**src/rtl/pico_l15_mem_transducer_if.sv**
```systemverilog
// ---------------------------------------------------------------------------
// pico_l15_mem_transducer_if
//
// Purpose: bundles the PicoRV32-style memory port and the OpenPiton L1.5
// request/response port of the transducer into one interface.
//
// Modports:
//   slave  - the transducer: it serves core requests and drives L1.5
//            requests and return acknowledgements.
//   master - the environment: the core (or its BFM) plus the L1.5 side.
//
// Handshake semantics:
//   Core side: the core raises mem_valid with addr/wdata/wstrb/amo_op stable
//   and keeps them until it samples mem_ready=1; mem_ready is a one-cycle
//   pulse that carries rdata for loads and AMOs.
//   L1.5 request: transducer_l15_val stays high with every request field
//   stable until the cycle in which l15_transducer_header_ack (or
//   l15_transducer_ack) is sampled high.
//   L1.5 return: every cycle with l15_transducer_val=1 is a return beat and
//   is consumed in that same cycle via transducer_l15_req_ack.
// ---------------------------------------------------------------------------
interface pico_l15_mem_transducer_if;
  // core memory port
  logic        pico_transducer_mem_valid;
  logic [31:0] pico_transducer_mem_addr;
  logic [31:0] pico_transducer_mem_wdata;
  logic [3:0]  pico_transducer_mem_wstrb;
  logic [3:0]  pico_transducer_mem_amo_op;
  logic        transducer_pico_mem_ready;
  logic [31:0] transducer_pico_mem_rdata;
  logic        pico_int;

  // L1.5 request
  logic        transducer_l15_val;
  logic [4:0]  transducer_l15_rqtype;
  logic [3:0]  transducer_l15_amo_op;
  logic [2:0]  transducer_l15_size;
  logic [39:0] transducer_l15_address;
  logic [63:0] transducer_l15_data;
  logic        transducer_l15_nc;
  logic        transducer_l15_threadid;
  logic        transducer_l15_prefetch;
  logic        transducer_l15_invalidate_cacheline;
  logic        transducer_l15_blockstore;
  logic        transducer_l15_blockinitstore;
  logic [1:0]  transducer_l15_l1rplway;
  logic [63:0] transducer_l15_data_next_entry;
  logic [32:0] transducer_l15_csm_data;
  logic        l15_transducer_ack;
  logic        l15_transducer_header_ack;

  // L1.5 return
  logic        l15_transducer_val;
  logic [3:0]  l15_transducer_returntype;
  logic [63:0] l15_transducer_data_0;
  logic [63:0] l15_transducer_data_1;
  logic        transducer_l15_req_ack;

  modport slave (
    input  pico_transducer_mem_valid, pico_transducer_mem_addr,
           pico_transducer_mem_wdata, pico_transducer_mem_wstrb,
           pico_transducer_mem_amo_op,
    output transducer_pico_mem_ready, transducer_pico_mem_rdata, pico_int,
    output transducer_l15_val, transducer_l15_rqtype, transducer_l15_amo_op,
           transducer_l15_size, transducer_l15_address, transducer_l15_data,
           transducer_l15_nc, transducer_l15_threadid, transducer_l15_prefetch,
           transducer_l15_invalidate_cacheline, transducer_l15_blockstore,
           transducer_l15_blockinitstore, transducer_l15_l1rplway,
           transducer_l15_data_next_entry, transducer_l15_csm_data,
    input  l15_transducer_ack, l15_transducer_header_ack,
    input  l15_transducer_val, l15_transducer_returntype,
           l15_transducer_data_0, l15_transducer_data_1,
    output transducer_l15_req_ack
  );

  modport master (
    output pico_transducer_mem_valid, pico_transducer_mem_addr,
           pico_transducer_mem_wdata, pico_transducer_mem_wstrb,
           pico_transducer_mem_amo_op,
    input  transducer_pico_mem_ready, transducer_pico_mem_rdata, pico_int,
    input  transducer_l15_val, transducer_l15_rqtype, transducer_l15_amo_op,
           transducer_l15_size, transducer_l15_address, transducer_l15_data,
           transducer_l15_nc, transducer_l15_threadid, transducer_l15_prefetch,
           transducer_l15_invalidate_cacheline, transducer_l15_blockstore,
           transducer_l15_blockinitstore, transducer_l15_l1rplway,
           transducer_l15_data_next_entry, transducer_l15_csm_data,
    output l15_transducer_ack, l15_transducer_header_ack,
    output l15_transducer_val, l15_transducer_returntype,
           l15_transducer_data_0, l15_transducer_data_1,
    input  transducer_l15_req_ack
  );
endinterface

```
**src/rtl/pico_l15_mem_transducer.sv**
```systemverilog
// ---------------------------------------------------------------------------
// pico_l15_mem_transducer
//
// Purpose: turns one outstanding PicoRV32-style memory access into an
// OpenPiton L1.5 load / store / atomic request and turns the matching L1.5
// return into read data and a one-cycle mem_ready pulse.
//
// Ports:
//   clk        rising-edge clock
//   rst_n      synchronous active-low reset
//   bus        pico_l15_mem_transducer_if.slave (core port + L1.5 port)
//   dbg_state  current FSM state (IDLE=0, REQ=1, WAIT=2, DONE=3)
//
// Build option:
//   PICO_L15_INT_EN  when defined, an INT_RET return produces a one-cycle
//                    pico_int pulse in the following cycle; otherwise
//                    pico_int is tied low and INT_RET is only acknowledged.
// ---------------------------------------------------------------------------
module pico_l15_mem_transducer (
  input  logic                          clk,
  input  logic                          rst_n,
  pico_l15_mem_transducer_if.slave      bus,
  output logic [1:0]                    dbg_state
);

  localparam logic [1:0] ST_IDLE = 2'd0;
  localparam logic [1:0] ST_REQ  = 2'd1;
  localparam logic [1:0] ST_WAIT = 2'd2;
  localparam logic [1:0] ST_DONE = 2'd3;

  localparam logic [4:0] RQ_LOAD  = 5'b00000;
  localparam logic [4:0] RQ_STORE = 5'b00001;
  localparam logic [4:0] RQ_AMO   = 5'b00110;

  localparam logic [3:0] RET_LOAD   = 4'b0000;
  localparam logic [3:0] RET_ST_ACK = 4'b0100;
  localparam logic [3:0] RET_ATOMIC = 4'b1110;

  localparam logic [2:0] SZ_1B = 3'b000;
  localparam logic [2:0] SZ_2B = 3'b001;
  localparam logic [2:0] SZ_4B = 3'b010;

  // The L1.5 is big-endian, the core little-endian.
  function automatic logic [31:0] bswap32(input logic [31:0] w);
    return {w[7:0], w[15:8], w[23:16], w[31:24]};
  endfunction

  logic [1:0]  state;
  logic [4:0]  rq_type;
  logic [3:0]  rq_amo;
  logic [2:0]  rq_size;
  logic [39:0] rq_addr;
  logic [63:0] rq_data;
  logic        rq_nc;
  logic [3:0]  exp_ret;   // return type that completes the current access
  logic [1:0]  rd_sel;    // addr[3:2]: which 32-bit word of the 16B return
  logic        mem_ready_q;
  logic [31:0] rdata_q;

  // ---------------- request decode (IDLE, before registering) -------------
  logic        is_amo;
  logic        is_load;
  logic [2:0]  dec_size;
  logic [1:0]  dec_lo;
  logic [4:0]  dec_type;
  logic [3:0]  dec_ret;

  always_comb begin
    is_amo   = bus.pico_transducer_mem_amo_op != 4'd0;
    is_load  = !is_amo && (bus.pico_transducer_mem_wstrb == 4'd0);
    dec_size = SZ_4B;
    dec_lo   = 2'b00;
    dec_type = RQ_STORE;
    dec_ret  = RET_ST_ACK;
    if (is_amo) begin
      dec_type = RQ_AMO;
      dec_ret  = RET_ATOMIC;
    end else if (is_load) begin
      dec_type = RQ_LOAD;
      dec_ret  = RET_LOAD;
    end else begin
      // Sub-word stores address the enabled byte lane directly; any strobe
      // pattern that is not a clean byte or half-word is sent as a full word.
      case (bus.pico_transducer_mem_wstrb)
        4'b0011: begin dec_size = SZ_2B; dec_lo = 2'b00; end
        4'b1100: begin dec_size = SZ_2B; dec_lo = 2'b10; end
        4'b0001: begin dec_size = SZ_1B; dec_lo = 2'b00; end
        4'b0010: begin dec_size = SZ_1B; dec_lo = 2'b01; end
        4'b0100: begin dec_size = SZ_1B; dec_lo = 2'b10; end
        4'b1000: begin dec_size = SZ_1B; dec_lo = 2'b11; end
        default: begin dec_size = SZ_4B; dec_lo = 2'b00; end
      endcase
    end
  end

  // The original low address bits are always replaced by dec_lo.
  logic unused_addr_lsb;
  assign unused_addr_lsb = ^bus.pico_transducer_mem_addr[1:0];

  // ---------------- handshake terms ---------------------------------------
  logic accept;
  logic hdr_ack;
  logic ret_hit;
  logic complete;

  // The !mem_ready guard keeps a core that still holds valid during the
  // ready pulse from starting the same access twice.
  assign accept   = (state == ST_IDLE) && bus.pico_transducer_mem_valid && !mem_ready_q;
  assign hdr_ack  = bus.l15_transducer_header_ack | bus.l15_transducer_ack;
  assign ret_hit  = bus.l15_transducer_val && (bus.l15_transducer_returntype == exp_ret);
  // A return in the same cycle as the header ack must not be lost.
  assign complete = ((state == ST_REQ) && hdr_ack && ret_hit) ||
                    ((state == ST_WAIT) && ret_hit);

  logic [63:0] ret_dw;
  logic [31:0] ret_w;
  assign ret_dw = rd_sel[1] ? bus.l15_transducer_data_1 : bus.l15_transducer_data_0;
  assign ret_w  = rd_sel[0] ? ret_dw[31:0] : ret_dw[63:32];

  // ---------------- FSM and request registers -----------------------------
  always_ff @(posedge clk) begin
    if (!rst_n) begin
      state       <= ST_IDLE;
      rq_type     <= 5'd0;
      rq_amo      <= 4'd0;
      rq_size     <= 3'd0;
      rq_addr     <= 40'd0;
      rq_data     <= 64'd0;
      rq_nc       <= 1'b0;
      exp_ret     <= 4'd0;
      rd_sel      <= 2'd0;
      mem_ready_q <= 1'b0;
      rdata_q     <= 32'd0;
    end else begin
      mem_ready_q <= 1'b0;
      case (state)
        ST_IDLE: begin
          if (accept) begin
            rq_type <= dec_type;
            rq_amo  <= bus.pico_transducer_mem_amo_op;
            rq_size <= dec_size;
            rq_addr <= {{8{bus.pico_transducer_mem_addr[31]}},
                        bus.pico_transducer_mem_addr[31:2], dec_lo};
            rq_data <= {bswap32(bus.pico_transducer_mem_wdata),
                        bswap32(bus.pico_transducer_mem_wdata)};
            rq_nc   <= bus.pico_transducer_mem_addr[31] | is_amo;
            exp_ret <= dec_ret;
            rd_sel  <= bus.pico_transducer_mem_addr[3:2];
            state   <= ST_REQ;
          end
        end
        ST_REQ: begin
          if (hdr_ack) state <= complete ? ST_DONE : ST_WAIT;
        end
        ST_WAIT: begin
          if (complete) state <= ST_DONE;
        end
        default: begin
          state <= ST_IDLE;
        end
      endcase
      if (complete) begin
        mem_ready_q <= 1'b1;
        // Store acks carry no data; rdata keeps the last load/AMO value.
        if (exp_ret != RET_ST_ACK) rdata_q <= bswap32(ret_w);
      end
    end
  end

  // ---------------- interrupt --------------------------------------------
`ifdef PICO_L15_INT_EN
  localparam logic [3:0] RET_INT = 4'b0111;
  logic int_q;
  always_ff @(posedge clk) begin
    if (!rst_n) int_q <= 1'b0;
    else        int_q <= bus.l15_transducer_val &&
                         (bus.l15_transducer_returntype == RET_INT);
  end
  assign bus.pico_int = int_q;
`else
  assign bus.pico_int = 1'b0;
`endif

  // ---------------- outputs ----------------------------------------------
  assign bus.transducer_pico_mem_ready = mem_ready_q;
  assign bus.transducer_pico_mem_rdata = rdata_q;

  assign bus.transducer_l15_val     = (state == ST_REQ);
  assign bus.transducer_l15_rqtype  = rq_type;
  assign bus.transducer_l15_amo_op  = rq_amo;
  assign bus.transducer_l15_size    = rq_size;
  assign bus.transducer_l15_address = rq_addr;
  assign bus.transducer_l15_data    = rq_data;
  assign bus.transducer_l15_nc      = rq_nc;

  assign bus.transducer_l15_threadid             = 1'b0;
  assign bus.transducer_l15_prefetch             = 1'b0;
  assign bus.transducer_l15_invalidate_cacheline = 1'b0;
  assign bus.transducer_l15_blockstore           = 1'b0;
  assign bus.transducer_l15_blockinitstore       = 1'b0;
  assign bus.transducer_l15_l1rplway             = 2'b00;
  assign bus.transducer_l15_data_next_entry      = 64'd0;
  assign bus.transducer_l15_csm_data             = 33'd0;

  // Every return beat is consumed immediately; unexpected ones are dropped.
  assign bus.transducer_l15_req_ack = bus.l15_transducer_val;

  assign dbg_state = state;

endmodule

```
**src/flat_wrapper.sv**
```systemverilog
// flat-port wrapper written by rule: the top's interface ports become plain ports
module pico_l15_mem_transducer_flat 
  (clk, rst_n, dbg_state, bus_pico_transducer_mem_valid, bus_pico_transducer_mem_addr, bus_pico_transducer_mem_wdata, bus_pico_transducer_mem_wstrb, bus_pico_transducer_mem_amo_op, bus_transducer_pico_mem_ready, bus_transducer_pico_mem_rdata, bus_pico_int, bus_transducer_l15_val, bus_transducer_l15_rqtype, bus_transducer_l15_amo_op, bus_transducer_l15_size, bus_transducer_l15_address, bus_transducer_l15_data, bus_transducer_l15_nc, bus_transducer_l15_threadid, bus_transducer_l15_prefetch, bus_transducer_l15_invalidate_cacheline, bus_transducer_l15_blockstore, bus_transducer_l15_blockinitstore, bus_transducer_l15_l1rplway, bus_transducer_l15_data_next_entry, bus_transducer_l15_csm_data, bus_l15_transducer_ack, bus_l15_transducer_header_ack, bus_l15_transducer_val, bus_l15_transducer_returntype, bus_l15_transducer_data_0, bus_l15_transducer_data_1, bus_transducer_l15_req_ack);
  pico_l15_mem_transducer_if bus_i ();
  input  logic clk;
  input  logic rst_n;
  output logic [1:0] dbg_state;
  input wire logic [$bits(bus_i.pico_transducer_mem_valid)-1:0] bus_pico_transducer_mem_valid;
  input wire logic [$bits(bus_i.pico_transducer_mem_addr)-1:0] bus_pico_transducer_mem_addr;
  input wire logic [$bits(bus_i.pico_transducer_mem_wdata)-1:0] bus_pico_transducer_mem_wdata;
  input wire logic [$bits(bus_i.pico_transducer_mem_wstrb)-1:0] bus_pico_transducer_mem_wstrb;
  input wire logic [$bits(bus_i.pico_transducer_mem_amo_op)-1:0] bus_pico_transducer_mem_amo_op;
  output wire logic [$bits(bus_i.transducer_pico_mem_ready)-1:0] bus_transducer_pico_mem_ready;
  output wire logic [$bits(bus_i.transducer_pico_mem_rdata)-1:0] bus_transducer_pico_mem_rdata;
  output wire logic [$bits(bus_i.pico_int)-1:0] bus_pico_int;
  output wire logic [$bits(bus_i.transducer_l15_val)-1:0] bus_transducer_l15_val;
  output wire logic [$bits(bus_i.transducer_l15_rqtype)-1:0] bus_transducer_l15_rqtype;
  output wire logic [$bits(bus_i.transducer_l15_amo_op)-1:0] bus_transducer_l15_amo_op;
  output wire logic [$bits(bus_i.transducer_l15_size)-1:0] bus_transducer_l15_size;
  output wire logic [$bits(bus_i.transducer_l15_address)-1:0] bus_transducer_l15_address;
  output wire logic [$bits(bus_i.transducer_l15_data)-1:0] bus_transducer_l15_data;
  output wire logic [$bits(bus_i.transducer_l15_nc)-1:0] bus_transducer_l15_nc;
  output wire logic [$bits(bus_i.transducer_l15_threadid)-1:0] bus_transducer_l15_threadid;
  output wire logic [$bits(bus_i.transducer_l15_prefetch)-1:0] bus_transducer_l15_prefetch;
  output wire logic [$bits(bus_i.transducer_l15_invalidate_cacheline)-1:0] bus_transducer_l15_invalidate_cacheline;
  output wire logic [$bits(bus_i.transducer_l15_blockstore)-1:0] bus_transducer_l15_blockstore;
  output wire logic [$bits(bus_i.transducer_l15_blockinitstore)-1:0] bus_transducer_l15_blockinitstore;
  output wire logic [$bits(bus_i.transducer_l15_l1rplway)-1:0] bus_transducer_l15_l1rplway;
  output wire logic [$bits(bus_i.transducer_l15_data_next_entry)-1:0] bus_transducer_l15_data_next_entry;
  output wire logic [$bits(bus_i.transducer_l15_csm_data)-1:0] bus_transducer_l15_csm_data;
  input wire logic [$bits(bus_i.l15_transducer_ack)-1:0] bus_l15_transducer_ack;
  input wire logic [$bits(bus_i.l15_transducer_header_ack)-1:0] bus_l15_transducer_header_ack;
  input wire logic [$bits(bus_i.l15_transducer_val)-1:0] bus_l15_transducer_val;
  input wire logic [$bits(bus_i.l15_transducer_returntype)-1:0] bus_l15_transducer_returntype;
  input wire logic [$bits(bus_i.l15_transducer_data_0)-1:0] bus_l15_transducer_data_0;
  input wire logic [$bits(bus_i.l15_transducer_data_1)-1:0] bus_l15_transducer_data_1;
  output wire logic [$bits(bus_i.transducer_l15_req_ack)-1:0] bus_transducer_l15_req_ack;
  assign bus_i.pico_transducer_mem_valid = bus_pico_transducer_mem_valid;
  assign bus_i.pico_transducer_mem_addr = bus_pico_transducer_mem_addr;
  assign bus_i.pico_transducer_mem_wdata = bus_pico_transducer_mem_wdata;
  assign bus_i.pico_transducer_mem_wstrb = bus_pico_transducer_mem_wstrb;
  assign bus_i.pico_transducer_mem_amo_op = bus_pico_transducer_mem_amo_op;
  assign bus_transducer_pico_mem_ready = bus_i.transducer_pico_mem_ready;
  assign bus_transducer_pico_mem_rdata = bus_i.transducer_pico_mem_rdata;
  assign bus_pico_int = bus_i.pico_int;
  assign bus_transducer_l15_val = bus_i.transducer_l15_val;
  assign bus_transducer_l15_rqtype = bus_i.transducer_l15_rqtype;
  assign bus_transducer_l15_amo_op = bus_i.transducer_l15_amo_op;
  assign bus_transducer_l15_size = bus_i.transducer_l15_size;
  assign bus_transducer_l15_address = bus_i.transducer_l15_address;
  assign bus_transducer_l15_data = bus_i.transducer_l15_data;
  assign bus_transducer_l15_nc = bus_i.transducer_l15_nc;
  assign bus_transducer_l15_threadid = bus_i.transducer_l15_threadid;
  assign bus_transducer_l15_prefetch = bus_i.transducer_l15_prefetch;
  assign bus_transducer_l15_invalidate_cacheline = bus_i.transducer_l15_invalidate_cacheline;
  assign bus_transducer_l15_blockstore = bus_i.transducer_l15_blockstore;
  assign bus_transducer_l15_blockinitstore = bus_i.transducer_l15_blockinitstore;
  assign bus_transducer_l15_l1rplway = bus_i.transducer_l15_l1rplway;
  assign bus_transducer_l15_data_next_entry = bus_i.transducer_l15_data_next_entry;
  assign bus_transducer_l15_csm_data = bus_i.transducer_l15_csm_data;
  assign bus_i.l15_transducer_ack = bus_l15_transducer_ack;
  assign bus_i.l15_transducer_header_ack = bus_l15_transducer_header_ack;
  assign bus_i.l15_transducer_val = bus_l15_transducer_val;
  assign bus_i.l15_transducer_returntype = bus_l15_transducer_returntype;
  assign bus_i.l15_transducer_data_0 = bus_l15_transducer_data_0;
  assign bus_i.l15_transducer_data_1 = bus_l15_transducer_data_1;
  assign bus_transducer_l15_req_ack = bus_i.transducer_l15_req_ack;
  pico_l15_mem_transducer u_core (.clk(clk), .rst_n(rst_n), .bus(bus_i), .dbg_state(dbg_state));
endmodule
```
**config.mk**
```make
export PLATFORM = sky130hd
export DESIGN_NAME = pico_l15_mem_transducer_flat
export DESIGN_NICKNAME = d
export VERILOG_FILES = /design/src/rtl/pico_l15_mem_transducer_if.sv /design/src/rtl/pico_l15_mem_transducer.sv /design/src/flat_wrapper.sv
export SDC_FILE = /design/constraint.sdc
export NUM_CORES = 1
export LEC_CHECK = 0
export BUFFER_PORTS_ARGS = -buffer_cell sky130_fd_sc_hd__buf_4
export CORE_AREA = 5 5 178 180
export CTS_CLUSTER_DIAMETER = 40
export DETAILED_ROUTE_END_ITERATION = 12
export DIE_AREA = 0 0 183 185
export GPL_ROUTABILITY_DRIVEN = 0
export PLACE_DENSITY_LB_ADDON = 0.15
export SLEW_MARGIN = 20
export SYNTH_ARGS = -nofsm -noshare
export SYNTH_HDL_FRONTEND = slang
export SYNTH_SLANG_ARGS = --single-unit
```
**constraint.sdc**
```tcl
create_clock -name clk -period 1.9 [get_ports clk]
set_input_delay 0.19 -clock clk [delete_from_list [all_inputs] [get_ports clk]]
set_output_delay 0.19 -clock clk [all_outputs]
set_load 0.1 [all_outputs]
```
==> run summary, run 1 <==
PLACED DESIGN
-------------------------------------------------------------------------------------------------
DP Worst Slack                                                                             144 ps
Port-buffer cells                                                                             358
Total instance count after detailed placement                                                1374
Post-detail-place hpwl                                                                   17500 µm

PWR
-------------------------------------------------------------------------------------------------
Portion of total power attributed to sequential cells                                       22.9%
Leakage dissipation                                                                    0.00412 µW
Highest ir drop seen on vdd                                                                673 µV
Internal                                                                                  5280 µW
Power density over the cells                                                          1370 nW/µm²
Clock network fraction of design power                                                      15.4%
Logic pwr share                                                                             61.8%
Switching part of the total                                                                 58.0%
Psw                                                                                       7290 µW

LAYOUT
-------------------------------------------------------------------------------------------------
Number of non-filler instances in the completed layout                                       1391
Final-stage net count                                                                        1203
Share of final-layout standard cells stronger than drive strength 1                         44.7%
Filler cells                                                                                 3228
Combined flip-flop and latch cell area                                                   2190 µm²
Commonest non-fill, non-tap cell in the layout                                       sky130_fd_sc_hd__buf_4
Commonest cells after routing, fill and taps aside                                   sky130_fd_sc_hd__buf_4, sky130_fd_sc_hd__nand2_1, sky130_fd_sc_hd__conb_1
Area Overhead vs Synth                                                                      45.1%
Area taken by multi-input logic gates                                                    3210 µm²

SETUP PATH
-------------------------------------------------------------------------------------------------
R2R cell count                                                                                  4
Crit path capture type                                                                       flop
Worst setup path start                                                               u_core.exp_ret[1]
Type of element launching the critical path                                                  flop
Startpoint of the most critical register-to-register path                            u_core.exp_ret[1]
Req. time, crit path                                                                      2140 ps
Maximum fanout along the worst path                                                             4
Setup CP Type                                                                        flop to flop
Critical Path AT                                                                          1920 ps

TIMING
-------------------------------------------------------------------------------------------------
Hold Worst Slack                                                                          73.9 ps
RSZ-0062 raised after global routing                                                        false
Final worst-path cycle share                                                                88.4%
Highest clock rate                                                                      0.595 GHz
Final Slew Violations                                                                           0
Setup WS post-layout                                                                       220 ps
# setup viols final                                                                             0
Minimum clock period after layout                                                         1680 ps
TNS Setup                                                                                    0 ps
Final hold viol count                                                                           0
Clock Skew                                                                                13.6 ps

ROUTE
-------------------------------------------------------------------------------------------------
DRC                                                                                             0
Routed Antenna Nets                                                                             0
Total detailed-routing wirelength                                                        22300 µm
First drt pass iteration count                                                                  4
Routed wirelength normalized by instance count                                            16.0 µm
Number of DRC violations after detailed-routing iteration 0                                   213
Post-DR vias/cell                                                                            4.09
Vias                                                                                         5688

GRT
-------------------------------------------------------------------------------------------------
Vias in the first global route                                                               5442
Tot GR Track Use                                                                            12.1%
Global route overflow                                                                           0
Global-route wire length before repair                                                   32300 µm
Initial antenna violation count                                                                 1
Maximum number of pins on one net before global-route repair                                   66

SYNTH
-------------------------------------------------------------------------------------------------
Part of the Yosys area used for sequential elements                                         34.5%
Flop and latch count out of synthesis                                                         109
Share of synthesized flip-flops with an asynchronous set or reset                              0%
Synthesized area per cell                                                                9.03 µm²
Cell area after synthesis                                                                6330 µm²
Synth area leaders                                                                   sky130_fd_sc_hd__dfxtp_1, sky130_fd_sc_hd__buf_4, sky130_fd_sc_hd__mux4_2
Post-Syn Instances                                                                            701
Number of distinct library cell variants in the gate-level netlist after synthesis             34
Most area-hungry cell type in the Yosys netlist                                      sky130_fd_sc_hd__dfxtp_1
Top cell type's share of synthesized area                                                   34.5%
Yosys warning total                                                                             0
Top FF cell, synth                                                                   sky130_fd_sc_hd__dfxtp_1
EDFF count, synth                                                                               0

CLOCK NETWORK
-------------------------------------------------------------------------------------------------
CTS tree                                                                                     done
Number of clock buffers inserted by TritonCTS                                                   9
Number of buffers inserted for hold repair after clock tree synthesis                           0
Total setup buffers inserted after CTS                                                          0
Latest clock arrival within the worst-skew pair                                            360 ps
# clock sinks                                                                                 109
Buffer levels on the longest clock path                                                         2
H-tree levels                                                                                   3
Master cell of the clock root buffer                                                 sky130_fd_sc_hd__clkbuf_16
Clock slew at the register clock pins of the worst setup and hold paths                     90 ps

WORST HOLD PATH
-------------------------------------------------------------------------------------------------
WHS Path Cells                                                                                  3
Tightest Hold Check Type                                                             primary input to flop
Min-delay src                                                                        bus_pico_transducer_mem_addr[2]

FLOORPLAN
-------------------------------------------------------------------------------------------------
Die outline width                                                                          183 µm
Core ar.                                                                                30000 µm²
Initial Utilization                                                                         21.1%
Core Rows                                                                                      64
Die area                                                                                33900 µm²
Number of I/O pins                                                                            469
Vertical extent of the die                                                                 185 µm

OUTCOME
-------------------------------------------------------------------------------------------------
Status                                                                               complete, no violations

FLOW RUN
-------------------------------------------------------------------------------------------------
Maximum capacitance violations                                                                  0

[critical path, cell delays in order, from the launching register on]
cell                        delay, ps
sky130_fd_sc_hd__dfxtp_1          390
sky130_fd_sc_hd__and3_1           220
sky130_fd_sc_hd__o2111ai_4        170
sky130_fd_sc_hd__a222oi_1         410
sky130_fd_sc_hd__mux2_2           380
[synth_stat cells (2+ instances only)]
master	number
sky130_fd_sc_hd__buf_2	9
sky130_fd_sc_hd__buf_4	154
sky130_fd_sc_hd__nor2_1	5
sky130_fd_sc_hd__o311ai_1	7
sky130_fd_sc_hd__mux4_2	32
sky130_fd_sc_hd__ha_1	4
sky130_fd_sc_hd__dfxtp_1	109
sky130_fd_sc_hd__o311ai_0	25
sky130_fd_sc_hd__nand2_1	172
sky130_fd_sc_hd__o221a_2	3
sky130_fd_sc_hd__inv_1	3
sky130_fd_sc_hd__clkbuf_1	47
sky130_fd_sc_hd__o21ai_0	3
sky130_fd_sc_hd__nor2b_1	3
sky130_fd_sc_hd__a22oi_1	2
sky130_fd_sc_hd__o41ai_1	34
sky130_fd_sc_hd__and2_1	5
sky130_fd_sc_hd__a21boi_0	66
sky130_fd_sc_hd__xnor2_1	3
[cell type report]
class                   instances  share of cell area (%)
diodes                          1                  0.0272
clock buffers                  10                    2.49
clock inverters                 6                   0.654
inverters                       3                   0.123
multi-input cells             485                    34.9
flip-flops and latches        109                    23.9
well taps                     396                    5.39
repair buffers                381                    32.5
[routing by layer]
layer | track usage [%] | up-vias | wire length (µm)
met5 | 0 | - | 0
met4 | 3.25 | 0 | 201
met3 | 3.95 | 9 | 2070
met2 | 21.3 | 266 | 11500
met1 | 14.2 | 2633 | 8550
li1 | - | 2780 | -
[per-stage QoR]
step | instance area (µm²) | util, % | total power [µW]
after detailed placement | 8890 | 29.6 | 10800
final | 9190 | 30.6 | 12600
after floorplan | 6780 | - | 9310
after CTS | 9180 | 30.6 | 12800
after global placement | 8890 | 29.6 | 10800
after global routing | 9190 | 30.6 | 13200
[power by group through the flow]
stage	registers, µW	logic [µW]	clock network, µW
finish	2870	7770	1930
global route	2930	8120	2110
CTS	2880	7850	2050
detailed placement	2940	7840	0
global placement	2920	7850	0
floorplan	5020	4290	0
[worst paths after layout]
path / end / slack (ps)
max: u_core.dbg_state[0] / 220
max reg2reg: u_core.dbg_state[0] / 220
min: u_core.bus.transducer_l15_address[2] / 70
min reg2reg: u_core.bus.transducer_l15_address[29] / 470
[timing repair]
action | in CTS | in global routing
endpoints found under the hold margin | 0 | 0
resized for setup | 0 | 1
endpoints found under the setup margin | 0 | 3
[sequential cells by signal, indices dropped and copies added (netlist names)]
register,cells
u_core.bus.transducer_pico_mem_ready,1
u_core.bus.transducer_l15_amo_op,4
u_core.dbg_state,2
u_core.bus.transducer_pico_mem_rdata,32
u_core.bus.transducer_l15_size,2
u_core.bus.transducer_l15_data,32
u_core.bus.transducer_l15_rqtype,1
u_core.exp_ret,2
u_core.bus.transducer_l15_address,32
u_core.bus.transducer_l15_nc,1
[cell families (layout without fill, tap and decap cells)]
| group | Yosys count | count (layout) | synth area share, % |
|---|---|---|---|
| buffers and inverters | 214 | 400 | 22.0 |
| AND/OR/NAND/NOR | 192 | 192 | 12.0 |
| AO/OA/AOI/OAI | 144 | 144 | 18.5 |
| flip-flops | 109 | 109 | 34.5 |
| multiplexers | 34 | 34 | 11.7 |
| adder cells (fa/ha/maj) | 4 | 4 | 0.791 |
| XOR/XNOR | 3 | 3 | 0.415 |
| other | 1 | 109 | 0.0592 |
No activity file was read; power rests on OpenSTA's default activity.
==> run 2, diff against run 1 <==
--- a/config.mk
+++ b/config.mk
@@ -6,12 +6,15 @@
 export NUM_CORES = 1
 export LEC_CHECK = 0
 export BUFFER_PORTS_ARGS = -buffer_cell sky130_fd_sc_hd__buf_4
-export CORE_AREA = 5 5 178 180
+export CELL_PAD_IN_SITES_DETAIL_PLACEMENT = 0
+export CELL_PAD_IN_SITES_GLOBAL_PLACEMENT = 1
+export CORE_AREA = 5 5 181 183
 export CTS_CLUSTER_DIAMETER = 40
 export DETAILED_ROUTE_END_ITERATION = 12
-export DIE_AREA = 0 0 183 185
+export DIE_AREA = 0 0 186 188
 export GPL_ROUTABILITY_DRIVEN = 0
-export PLACE_DENSITY_LB_ADDON = 0.15
+export HOLD_SLACK_MARGIN = 0.08
+export PLACE_DENSITY = 0.75
 export SLEW_MARGIN = 20
 export SYNTH_ARGS = -nofsm -noshare
 export SYNTH_HDL_FRONTEND = slang
==> run summary, run 2 (synthesis gave the netlist of run 1 again) <==
SETUP PATH
--------------------------------------------------------------------------------------
Crit path capture type                                                            flop   unchanged
Type of element launching the critical path                                       flop   unchanged
R2r endpoint                                                              u_core.dbg_state[0]   unchanged
Crit-path slowest cell                                                    sky130_fd_sc_hd__a222oi_1   unchanged
Startpoint of the most critical register-to-register path                 u_core.exp_ret[1]   unchanged
Critical path's top delay family                                          compound AO/OA/AOI/OAI gates   unchanged
Critical path, cell by cell                                               nor3_1, o2111ai_4, a222oi_1, mux2_2   was and3_1, o2111ai_4, a222oi_1, mux2_2
Register-to-register setup slack                                                170 ps   was 220 ps
Number of buffer and inverter instances along the worst setup path                   0   unchanged
Worst setup path start                                                    u_core.exp_ret[1]   unchanged
Capturing element of the worst setup path                                 u_core.dbg_state[0]   unchanged
Maximum fanout along the worst path                                                  3   was 4
Req. time, crit path                                                           2150 ps   was 2140 ps
Setup CP Type                                                             flop to flop   unchanged
Critical Path AT                                                               1980 ps   was 1920 ps
R2R cell count                                                                       4   unchanged
Levels on crit path                                                                  4   unchanged
Max stage delay on crit path                                                    430 ps   was 410 ps

CLOCK NETWORK
--------------------------------------------------------------------------------------
Buffer levels on the longest clock path                                              2   unchanged
H-tree levels                                                                        3   unchanged
# clock sinks                                                                      109   unchanged
Total setup buffers inserted after CTS                                               0   unchanged
Latest clock arrival within the worst-skew pair                                 350 ps   was 360 ps
CTS tree                                                                          done   unchanged
Number of clock buffers inserted by TritonCTS                                        9   unchanged
Master cell of the clock root buffer                                      sky130_fd_sc_hd__clkbuf_16   unchanged
Clock slew at the register clock pins of the worst setup and hold paths          90 ps   about the same

FLOORPLAN
--------------------------------------------------------------------------------------
Die outline width                                                               186 µm   was 183 µm
Initial Utilization                                                              20.4%   was 21.1%
Core Rows                                                                           65   was 64
Core ar.                                                                     31100 µm²   was 30000 µm²
Die area                                                                     35000 µm²   was 33900 µm²
Vertical extent of the die                                                      188 µm   was 185 µm
Number of I/O pins                                                                 469   unchanged

PLACED DESIGN
--------------------------------------------------------------------------------------
Total instance count after detailed placement                                     1377   was 1374
Port-buffer cells                                                                  358   unchanged
Post-detail-place hpwl                                                        17300 µm   was 17500 µm

ROUTE
--------------------------------------------------------------------------------------
Total detailed-routing wirelength                                             22100 µm   was 22300 µm
Vias                                                                              5847   was 5688
Post-DR vias/cell                                                                 4.08   was 4.09
Routed Antenna Nets                                                                  0   unchanged
Number of DRC violations after detailed-routing iteration 0                        215   was 213
First drt pass iteration count                                                       5   was 4
DRC                                                                                  0   unchanged
Routed wirelength normalized by instance count                                 15.5 µm   was 16.0 µm

TIMING
--------------------------------------------------------------------------------------
Highest clock rate                                                           0.578 GHz   was 0.595 GHz
TNS Setup                                                                         0 ps   unchanged
RSZ-0062 raised after global routing                                             false   unchanged
Final Slew Violations                                                                0   unchanged
Final worst-path cycle share                                                     91.1%   was 88.4%
Minimum clock period after layout                                              1730 ps   was 1680 ps
Clock Skew                                                                     12.2 ps   was 13.6 ps
# setup viols final                                                                  0   unchanged
Final hold viol count                                                                0   unchanged

GRT
--------------------------------------------------------------------------------------
Vias in the first global route                                                    5848   was 5442
Maximum number of pins on one net before global-route repair                        66   unchanged
Global route overflow                                                                0   unchanged
Global-route wire length before repair                                        32600 µm   was 32300 µm
Initial antenna violation count                                                      0   was 1
Tot GR Track Use                                                                 11.6%   was 12.1%

LAYOUT
--------------------------------------------------------------------------------------
Commonest non-fill, non-tap cell in the layout                            sky130_fd_sc_hd__buf_4   unchanged
Area Overhead vs Synth                                                           51.7%   was 45.1%
Count of antenna diodes in the layout                                                0   was 1
Share of final-layout standard cells stronger than drive strength 1              42.8%   was 44.7%
Number of non-filler instances in the completed layout                            1432   was 1391
Final-stage net count                                                             1239   was 1203
Commonest cells after routing, fill and taps aside                        sky130_fd_sc_hd__buf_4, sky130_fd_sc_hd__nand2_1, sky130_fd_sc_hd__conb_1   unchanged

WORST HOLD PATH
--------------------------------------------------------------------------------------
Tightest Hold Check Type                                                  primary input to flop   unchanged

PWR
--------------------------------------------------------------------------------------
Leakage dissipation                                                         0.00428 µW   was 0.00412 µW
Power density over the cells                                               1330 nW/µm²   was 1370 nW/µm²
Highest ir drop seen on vdd                                                     686 µV   was 673 µV

FLOW RUN
--------------------------------------------------------------------------------------
Maximum capacitance violations                                                       0   unchanged

OUTCOME
--------------------------------------------------------------------------------------
Status                                                                    complete, no violations   unchanged

[run 2: layout make-up]
class / count / area (µm²)
Timing Repair Buffer: 417 / 3370
Clock inverter: 7 / 100
Sequential cell: 109 / 2190
Fill cell: 3278 / 21500
Multi-Input combinational cell: 485 / 3200
Inverter: 3 / 11.3
Tap cell: 402 / 503
Clock buffer: 9 / 225
[run 2: how the worst min path moves through the flow]
stage                                           from                                    end  slack [ps]  cells past startpoint
6_report            bus_pico_transducer_mem_addr[20]  u_core.bus.transducer_l15_address[20]         100                      3
2_1_floorplan        bus_pico_transducer_mem_addr[2]   u_core.bus.transducer_l15_address[2]         330                      2
3_3_place_gp   u_core.bus.transducer_l15_address[22]  u_core.bus.transducer_l15_address[22]         450                      2
5_1_grt            bus_pico_transducer_mem_amo_op[3]    u_core.bus.transducer_l15_amo_op[3]          90                      3
3_5_place_dp         bus_pico_transducer_mem_addr[3]   u_core.bus.transducer_l15_address[3]         460                      3
4_1_cts             bus_pico_transducer_mem_addr[25]  u_core.bus.transducer_l15_address[25]          80                      3
[run 2: power breakdown]
group	leakage (µW)	internal, µW	switching [µW]
clock	0.000158	1070	1020
combinational	0.00323	1800	6050
sequential	0.000892	2610	242
[run 2: worst reg2reg max path: cells and delay by family (launching register included)]
kind | cells | cell delay (ps)
muxes | 1 | 380
DFF | 1 | 320
and+or+nand+nor | 1 | 310
AOI/OAI and AO/OA | 2 | 620
[run 2: per-layer routing]
layer / wire [µm] / GRT usage, %
met3: 1780 / 2.46
met4: 228 / 2.24
met2: 11600 / 21.7
met1: 8540 / 13.7
met5: 0 / 0
[run 2: repair_timing]
| item | 4_1_cts | 5_1_grt |
|---|---|---|
| hold buffers | 39 | 0 |
| hold endpoints to repair | 39 | 0 |
| gates resized for setup | 0 | 0 |
[run 2: through the flow]
step	hold WS (ps)	utilization, %	power [µW]	setup WS, ps	area (µm²)
floorplan	327	-	9310	-52.6	6780
global placement	450	28.6	10700	164	8890
detailed placement	457	28.6	10700	174	8890
CTS	81.1	30.9	13000	155	9600
global route	85.1	30.9	13400	11.3	9600
finish	96.9	30.9	12800	169	9600
